File: src/rtl/core_symbols_pkg.sv
// ---------------------------------------------------------------------------
// core_symbols
// Shared symbols for the RISC integer pipeline operand-bypass logic.
//   - one-hot select encodings for the ALU operand / writeback register stage
//     (A, BR, BI operand selects and the writeback-register select)
//   - select and register-number widths
//   - the per-stage destination-tracking record used by fwd_ctl / fwd_hit
//   - trk_hit(): "does this in-flight entry produce register r" test
// ---------------------------------------------------------------------------
package core_symbols;

  // Widths of the select buses and register numbers
  localparam int RALU_SA_W  = 9;
  localparam int RALU_SBR_W = 7;
  localparam int RALU_SBI_W = 8;
  localparam int RALU_SC_W  = 4;
  localparam int REG_W      = 5;

  // A-operand select (bits 0-8)
  localparam logic [RALU_SA_W-1:0] RALU_SA_IMMED    = 9'b0_0000_0001;
  localparam logic [RALU_SA_W-1:0] RALU_SA_ALURES   = 9'b0_0000_0010;
  localparam logic [RALU_SA_W-1:0] RALU_SA_ALUREGM  = 9'b0_0000_0100;
  localparam logic [RALU_SA_W-1:0] RALU_SA_REGAHOLD = 9'b0_0000_1000;
  localparam logic [RALU_SA_W-1:0] RALU_SA_DBUS     = 9'b0_0001_0000;
  localparam logic [RALU_SA_W-1:0] RALU_SA_REGCWB   = 9'b0_0010_0000;
  localparam logic [RALU_SA_W-1:0] RALU_SA_PCREL    = 9'b0_0100_0000;
  localparam logic [RALU_SA_W-1:0] RALU_SA_REGASF   = 9'b0_1000_0000;
  localparam logic [RALU_SA_W-1:0] RALU_SA_RESET    = 9'b1_0000_0000;

  // BR-operand select (bits 0-6)
  localparam logic [RALU_SBR_W-1:0] RALU_SBR_ALURES    = 7'b000_0001;
  localparam logic [RALU_SBR_W-1:0] RALU_SBR_ALUREGM   = 7'b000_0010;
  localparam logic [RALU_SBR_W-1:0] RALU_SBR_REGBRHOLD = 7'b000_0100;
  localparam logic [RALU_SBR_W-1:0] RALU_SBR_DBUS      = 7'b000_1000;
  localparam logic [RALU_SBR_W-1:0] RALU_SBR_REGCWB    = 7'b001_0000;
  localparam logic [RALU_SBR_W-1:0] RALU_SBR_REGBSF    = 7'b010_0000;
  localparam logic [RALU_SBR_W-1:0] RALU_SBR_RESET     = 7'b100_0000;

  // BI-operand select: IMMED in bit 0, the BR set shifted up by one
  localparam logic [RALU_SBI_W-1:0] RALU_SBI_IMMED     = 8'b0000_0001;
  localparam logic [RALU_SBI_W-1:0] RALU_SBI_ALURES    = 8'b0000_0010;
  localparam logic [RALU_SBI_W-1:0] RALU_SBI_ALUREGM   = 8'b0000_0100;
  localparam logic [RALU_SBI_W-1:0] RALU_SBI_REGBRHOLD = 8'b0000_1000;
  localparam logic [RALU_SBI_W-1:0] RALU_SBI_DBUS      = 8'b0001_0000;
  localparam logic [RALU_SBI_W-1:0] RALU_SBI_REGCWB    = 8'b0010_0000;
  localparam logic [RALU_SBI_W-1:0] RALU_SBI_REGBSF    = 8'b0100_0000;
  localparam logic [RALU_SBI_W-1:0] RALU_SBI_RESET     = 8'b1000_0000;

  // Writeback-register select (bits 0-3)
  localparam logic [RALU_SC_W-1:0] RALU_SC_RESET   = 4'b0001;
  localparam logic [RALU_SC_W-1:0] RALU_SC_DBUS    = 4'b0010;
  localparam logic [RALU_SC_W-1:0] RALU_SC_HOLD    = 4'b0100;
  localparam logic [RALU_SC_W-1:0] RALU_SC_ALUREGM = 4'b1000;

  // One in-flight instruction as seen by the bypass network
  typedef struct packed {
    logic             valid;
    logic             wen;
    logic             load;
    logic [REG_W-1:0] rd;
  } trk_entry_t;

  localparam trk_entry_t TRK_BUBBLE = '0;

  // Register 0 is hardwired, so a writer of r0 never produces a bypass
  function automatic logic trk_hit(input trk_entry_t ent, input logic [REG_W-1:0] r);
    return ent.valid & ent.wen & (ent.rd == r) & (r != '0);
  endfunction

endpackage

File: src/rtl/fwd_ctl_hit.sv
// ---------------------------------------------------------------------------
// fwd_hit
// Compares one source register number against the E, M and W tracking
// entries and reports which in-flight stages would supply its value.
//   ent_e/ent_m/ent_w  in   tracking entries of the E, M, W stages
//   reg_num            in   source register number being resolved
//   hit_e              out  E stage writes reg_num
//   hit_m              out  M stage writes reg_num
//   hit_m_load         out  M stage writes reg_num and is a load
//   hit_w              out  W stage writes reg_num
// ---------------------------------------------------------------------------
module fwd_hit
  import core_symbols::*;
(
  input  trk_entry_t       ent_e,
  input  trk_entry_t       ent_m,
  input  trk_entry_t       ent_w,
  input  logic [REG_W-1:0] reg_num,
  output logic             hit_e,
  output logic             hit_m,
  output logic             hit_m_load,
  output logic             hit_w
);

  assign hit_e      = trk_hit(ent_e, reg_num);
  assign hit_m      = trk_hit(ent_m, reg_num);
  // A load in M has its data on RDBUSINM rather than in the M result register
  assign hit_m_load = hit_m & ent_m.load;
  assign hit_w      = trk_hit(ent_w, reg_num);

endmodule

File: src/rtl/fwd_ctl.sv
// ---------------------------------------------------------------------------
// fwd_ctl
// Operand-bypass and load-use interlock controller for the S->E->M->W
// integer pipeline. Tracks destinations of the instructions in E, M and W
// and produces the one-hot operand selects for the instruction in S.
//   SYSCLK        in   pipeline clock
//   RESET_D1_R_N  in   asynchronous active-low reset
//   CLMI_RHOLD    in   global hold, freezes tracking state
//   VALID_S       in   S holds a real instruction
//   RS_S/RT_S     in   source register numbers
//   USES_RS_S/USES_RT_S in  instruction reads RS / RT
//   RD_S, WEN_S   in   destination register and its write enable
//   LOAD_S        in   instruction is a load
//   USE_SHAMT_S, USE_PC_S, USE_IMM_S  in  immediate-style operand overrides
//   SELA_S, SELBR_S, SELBI_S  out  operand selects (one-hot)
//   SELC_M        out  writeback-register select (one-hot)
//   STALL_S       out  load-use interlock, S re-presents the same instruction
// ---------------------------------------------------------------------------
module fwd_ctl
  import core_symbols::*;
(
  input  logic                  SYSCLK,
  input  logic                  RESET_D1_R_N,
  input  logic                  CLMI_RHOLD,
  input  logic                  VALID_S,
  input  logic [REG_W-1:0]      RS_S,
  input  logic [REG_W-1:0]      RT_S,
  input  logic                  USES_RS_S,
  input  logic                  USES_RT_S,
  input  logic [REG_W-1:0]      RD_S,
  input  logic                  WEN_S,
  input  logic                  LOAD_S,
  input  logic                  USE_SHAMT_S,
  input  logic                  USE_PC_S,
  input  logic                  USE_IMM_S,
  output logic [RALU_SA_W-1:0]  SELA_S,
  output logic [RALU_SBR_W-1:0] SELBR_S,
  output logic [RALU_SBI_W-1:0] SELBI_S,
  output logic [RALU_SC_W-1:0]  SELC_M,
  output logic                  STALL_S
);

  trk_entry_t ent_e, ent_m, ent_w;
  logic       init_r;
  logic       stall_raw;
  logic       rs_hit_e, rs_hit_m, rs_hit_m_load, rs_hit_w;
  logic       rt_hit_e, rt_hit_m, rt_hit_m_load, rt_hit_w;

  fwd_hit u_hit_rs (
    .ent_e      (ent_e),
    .ent_m      (ent_m),
    .ent_w      (ent_w),
    .reg_num    (RS_S),
    .hit_e      (rs_hit_e),
    .hit_m      (rs_hit_m),
    .hit_m_load (rs_hit_m_load),
    .hit_w      (rs_hit_w)
  );

  fwd_hit u_hit_rt (
    .ent_e      (ent_e),
    .ent_m      (ent_m),
    .ent_w      (ent_w),
    .reg_num    (RT_S),
    .hit_e      (rt_hit_e),
    .hit_m      (rt_hit_m),
    .hit_m_load (rt_hit_m_load),
    .hit_w      (rt_hit_w)
  );

  // A load in E has no data yet. RS is exempt when the A operand is
  // replaced by the shift amount or the PC, since RS is then not consumed.
  assign stall_raw = VALID_S & ent_e.valid & ent_e.load & ent_e.wen & (ent_e.rd != '0) &
                     ((USES_RS_S & (ent_e.rd == RS_S) & ~USE_SHAMT_S & ~USE_PC_S) |
                      (USES_RT_S & (ent_e.rd == RT_S)));

  assign STALL_S = ~init_r & stall_raw;

  // Tracking shift register. The hold freezes it even when a stall is
  // requested, so no bubble is inserted while held.
  always_ff @(posedge SYSCLK or negedge RESET_D1_R_N) begin
    if (!RESET_D1_R_N) begin
      init_r <= 1'b1;
      ent_e  <= TRK_BUBBLE;
      ent_m  <= TRK_BUBBLE;
      ent_w  <= TRK_BUBBLE;
    end else begin
      init_r <= 1'b0;
      if (!CLMI_RHOLD) begin
        ent_w <= ent_m;
        ent_m <= ent_e;
        if (stall_raw || !VALID_S) begin
          ent_e <= TRK_BUBBLE;
        end else begin
          ent_e <= '{valid: 1'b1, wen: WEN_S, load: LOAD_S, rd: RD_S};
        end
      end
    end
  end

  // Operand select priority chains; the youngest producer (E) wins
  always_comb begin
    SELA_S  = RALU_SA_REGASF;
    SELBR_S = RALU_SBR_REGBSF;
    SELBI_S = RALU_SBI_REGBSF;

    if (init_r) begin
      SELA_S  = RALU_SA_RESET;
      SELBR_S = RALU_SBR_RESET;
      SELBI_S = RALU_SBI_RESET;
    end else if (CLMI_RHOLD || stall_raw) begin
      SELA_S  = RALU_SA_REGAHOLD;
      SELBR_S = RALU_SBR_REGBRHOLD;
      SELBI_S = RALU_SBI_REGBRHOLD;
    end else begin
      if (USE_SHAMT_S)   SELA_S = RALU_SA_IMMED;
      else if (USE_PC_S) SELA_S = RALU_SA_PCREL;
      else if (rs_hit_e) SELA_S = RALU_SA_ALURES;
      else if (rs_hit_m) SELA_S = rs_hit_m_load ? RALU_SA_DBUS : RALU_SA_ALUREGM;
      else if (rs_hit_w) SELA_S = RALU_SA_REGCWB;

      if (rt_hit_e)      SELBR_S = RALU_SBR_ALURES;
      else if (rt_hit_m) SELBR_S = rt_hit_m_load ? RALU_SBR_DBUS : RALU_SBR_ALUREGM;
      else if (rt_hit_w) SELBR_S = RALU_SBR_REGCWB;

      if (USE_IMM_S)     SELBI_S = RALU_SBI_IMMED;
      else if (rt_hit_e) SELBI_S = RALU_SBI_ALURES;
      else if (rt_hit_m) SELBI_S = rt_hit_m_load ? RALU_SBI_DBUS : RALU_SBI_ALUREGM;
      else if (rt_hit_w) SELBI_S = RALU_SBI_REGCWB;
    end
  end

  // Writeback register for the instruction now in M
  always_comb begin
    SELC_M = RALU_SC_HOLD;
    if (init_r) begin
      SELC_M = RALU_SC_RESET;
    end else if (!CLMI_RHOLD && ent_m.valid && ent_m.wen) begin
      SELC_M = ent_m.load ? RALU_SC_DBUS : RALU_SC_ALUREGM;
    end
  end

endmodule

File: config.mk
export PLATFORM = sky130hd
export DESIGN_NAME = fwd_ctl
export DESIGN_NICKNAME = d
export VERILOG_FILES = /design/src/rtl/core_symbols_pkg.sv /design/src/rtl/fwd_ctl_hit.sv /design/src/rtl/fwd_ctl.sv
export SDC_FILE = /design/constraint.sdc
export NUM_CORES = 1
export LEC_CHECK = 0
export ABC_AREA = 1
export BUFFER_PORTS_ARGS = -buffer_cell sky130_fd_sc_hd__buf_2
export CORE_UTILIZATION = 47
export DETAILED_ROUTE_END_ITERATION = 12
export HOLD_SLACK_MARGIN = 0.08
export MAX_ROUTING_LAYER = met4
export PLACE_DENSITY = 0.81
export REMOVE_ABC_BUFFERS = 1
export SLEW_MARGIN = 20
export SYNTH_ARGS = -nofsm -noshare
export SYNTH_HDL_FRONTEND = slang
export SYNTH_SLANG_ARGS = --single-unit
File: constraint.sdc
create_clock -name SYSCLK -period 1.5 [get_ports SYSCLK]
set_clock_uncertainty 0.05 [all_clocks]
set_input_delay 0.225 -clock SYSCLK [delete_from_list [all_inputs] [get_ports SYSCLK]]
set_output_delay 0.225 -clock SYSCLK [all_outputs]
set_load 0.02 [all_outputs]
==> metrics.md <==
| Metric | Value |
|---|---|
| Status | `finished with violations` |
| Failing checks | `setup timing` |
| Largest net degree at the start of global routing | `30` |
| Area growth from synthesis to layout | `53.5%` |
| Fmax achieved | `448 MHz` |
| Residual DRC | `0` |
| Final core occ | `75.4%` |
| Core Area | `about 3700 µm²` |
| Power Density | `roughly 730 nW/µm²` |
| Number of CTS-inserted buffers | `3` |
| Die width | `~64 µm` |
| DRT Wirelength | `6810 µm` |
| Final net count | `408` |
| Slowest cell on the critical path | `dfrtp_1` |
| Share of layout cells above drive strength 1 | `between 40% and 50%` |
| First-pass GRT wire length | `around 9300 µm` |
| Initial DRC count | `roughly 190` |
| Sequential area share after synthesis | `between 30% and 40%` |
| Worst Path Buf+Inv | `3` |
| Mean Syn Cell Area | `about 6.2 µm²` |
| Total GRT Usage | `between 30 and 40%` |
| Distinct cells, synth | `27` |
| Worst vdd ir | `between 0.0005 and 0.0006 V` |
| Routed via count | `around 2,300` |
| Grt total ovfl | `0` |
| Clock Sinks | `24` |
| Crit path capture type | `output port` |
| Crit path launch type | `register` |
| Fin cells | `about 430` |
| Post-Place Worst Slack | `-0.287 ns` |
| Later-pin clock latency in the skew report | `roughly 0.28 ns` |
| Dpl cells | `between 400 and 500` |
| CP delay by family, top | `simple AND/OR/NAND/NOR gates` |
| Synthesis-stage register bit count | `24` |
| GPL Wtd Cong | `0.953` |
| Worst Path Arrival | `roughly 2.0 ns` |
| CP cell instances | `inv_2 -> nand2_1 -> nand2_2 -> nor2_2 -> nand4_1 -> nand2_1 -> nand2_4 -> buf_6 -> nand3_2 -> nor2_1 -> buf_4` |
| Vias in the first global route | `roughly 2,100` |
| Initial antenna violation count | `0` |
| CP most frequent cell | `nand2_1` |
| Mapped cell area | `1810 µm²` |
| Most frequent cells in the layout | `74 x nand2_1, 57 x buf_4, 31 x inv_1` |
| H-tree levels | `1` |
| Hold Crit Class | `input pin to register` |
| Max Slew Vio Count | `0` |
| Detailed Place HPWL | `slightly above 4000 µm` |
| Port bufs | `54` |
| LEAKAGE | `~1.5 nW` |
| Commonest non-fill, non-tap cell in the layout | `nand2_1` |
| Yosys warns | `0` |
| RSZ-0062 raised after global routing | `yes` |
| Initial Util | `about half` |
| Largest stage delay, worst path | `between 0.4 and 0.5 ns` |
| Max cap viols | `0` |
| Ant. Diodes | `0` |
| Final Worst Setup Slack | `-0.732 ns` |
| Longest Clk Path Bufs | `2` |
| Total power | `2.02 mW` |
| Minimum clock period | `approximately 2.2 ns` |
| WL per Instance | `around 16 µm` |
| CTS tree | `built` |
| Slew headroom | `between 60 and 70%` |
| Final setup viols | `33` |
| Gate Count Post-Synth | `roughly 290` |
| Worst-path clk slew | `around 0.10 ns` |
| Hold Violations, Final | `0` |
| Critical Path RT | `about 1.2 ns` |
| CTS root buf | `clkbuf_8` |
| Min Hold Slack | `roughly 0.13 ns` |
| Critical path type | `register to output port` |
| Crit-path max FO | `5` |
| Via/cell ratio | `about 5.4` |
| Die area | `4110 µm²` |
| Std cell rows | `22` |
| Post-DRT Antenna Nets | `0` |
| Fin crit share | `149%` |
| # IOs | `55` |
| Drt pass-1 iters | `5` |
| Slew @ Worst Pin | `~0.57 ns` |
| Die Height | `between 60 and 70 µm` |
cells in the mapped netlist:
| master | number | area share, % |
|---|---|---|
| nor2b_1 | 1 | 0.35 |
| xnor2_1 | 1 | 0.48 |
| o21ai_0 | 16 | 4.4 |
| dfrtp_1 | 23 | 32 |
| a21oi_2 | 1 | 0.48 |
| xor2_1 | 5 | 2.4 |
| or2_2 | 2 | 0.69 |
| conb_1 | 1 | 0.21 |
| nand4_1 | 6 | 2.1 |
| a21oi_1 | 2 | 0.55 |
| nor2_1 | 46 | 9.5 |
| nand2_2 | 2 | 0.69 |
| inv_1 | 43 | 8.9 |
| inv_2 | 1 | 0.21 |
| buf_4 | 6 | 2.5 |
| nand2_1 | 87 | 18 |
| o22ai_1 | 2 | 0.69 |
| o211ai_1 | 1 | 0.41 |
| or2_0 | 1 | 0.35 |
| nor3_2 | 4 | 2.2 |
| buf_6 | 2 | 1.2 |
| nor3_1 | 4 | 1.1 |
| nand3_1 | 22 | 6.1 |
| dfstp_2 | 1 | 1.5 |
| clkbuf_1 | 4 | 0.83 |
| o21ai_1 | 7 | 1.9 |
| nand3b_1 | 1 | 0.41 |
metal layers:
metal / vias to the layer above / part of all wire [%] / GRT usage [%]
met3: 38 / 7.2 / 4.64
met4: 0 / 4.9 / 10.5
met1: 1063 / 36 / 33.2
met2: 128 / 52 / 55.5
met5: - / 0 / -
li1: 1078 / - / -
cell families after synthesis:
family	synth area share (%)
AND/OR/NAND/NOR	41.5
buffers and inverters	13.7
AO/OA/AOI/OAI	8.49
flip-flops	33.2
XOR/XNOR	2.90
other	0.207
worst paths after layout:
kind	start	end	slack [ns]	cells after the start
max	ent_e[3]	SELBI_S[2]	-0.73	11
min	LOAD_S	ent_e[5]	0.13	3
max reg2reg	ent_e[3]	ent_e[2]	-0.19	10
min reg2reg	ent_w[6]	ent_w[6]	0.46	2
max in group asynchronous	RESET_D1_R_N	ent_m[1]	0.60	2
min in group asynchronous	RESET_D1_R_N	ent_m[4]	0.42	2
sequential cells by signal, indices dropped and copies added, names as in the netlist:
signal  flops
ent_e       8
ent_m       8
ent_w       7
init_r      1
worst register-to-register path, cell delays in order, from the launching register on:
cell     delay [ns]
dfrtp_1        0.42
inv_2          0.09
nand2_1        0.14
nand2_2        0.09
nor2_2         0.10
nand4_1        0.11
nand2_1        0.13
nand2_4        0.09
buf_4          0.19
nand3_2        0.08
o21ai_1        0.08
cell type report:
cell class	count	area, µm²
Tap cell	48	60.1
Multi-Input combinational cell	212	1180
Clock inverter	1	30.0
Clock buffer	3	41.3
Timing Repair Buffer	97	696
Inverter	44	168
Sequential cell	24	602
Fill cell	266	908
power breakdown:
part	switching, mW	internal [mW]	leakage, nW	total (mW)
registers	0.0613	0.711	0.309	0.772
logic	0.380	0.270	1.12	0.650
clock network	0.241	0.358	0.0357	0.599
total	0.682	1.34	1.46	2.02
through the flow:
step,TNS [ns],instance area [µm²]
global route,-19.53,2780
detailed placement,-4.84,2290
floorplan,-4.48,1730
global placement,-3.71,2290
finish,-15.69,2780
CTS,-10.61,2560
timing repair:
item,4_1_cts,5_1_grt
hold endpoints to repair,23,0
pin swaps,7,28
hold buffers,1,0
setup buffers,8,4
resized for setup,45,68
setup endpoints to repair,29,37
No activity file was read; power rests on OpenSTA's default activity.
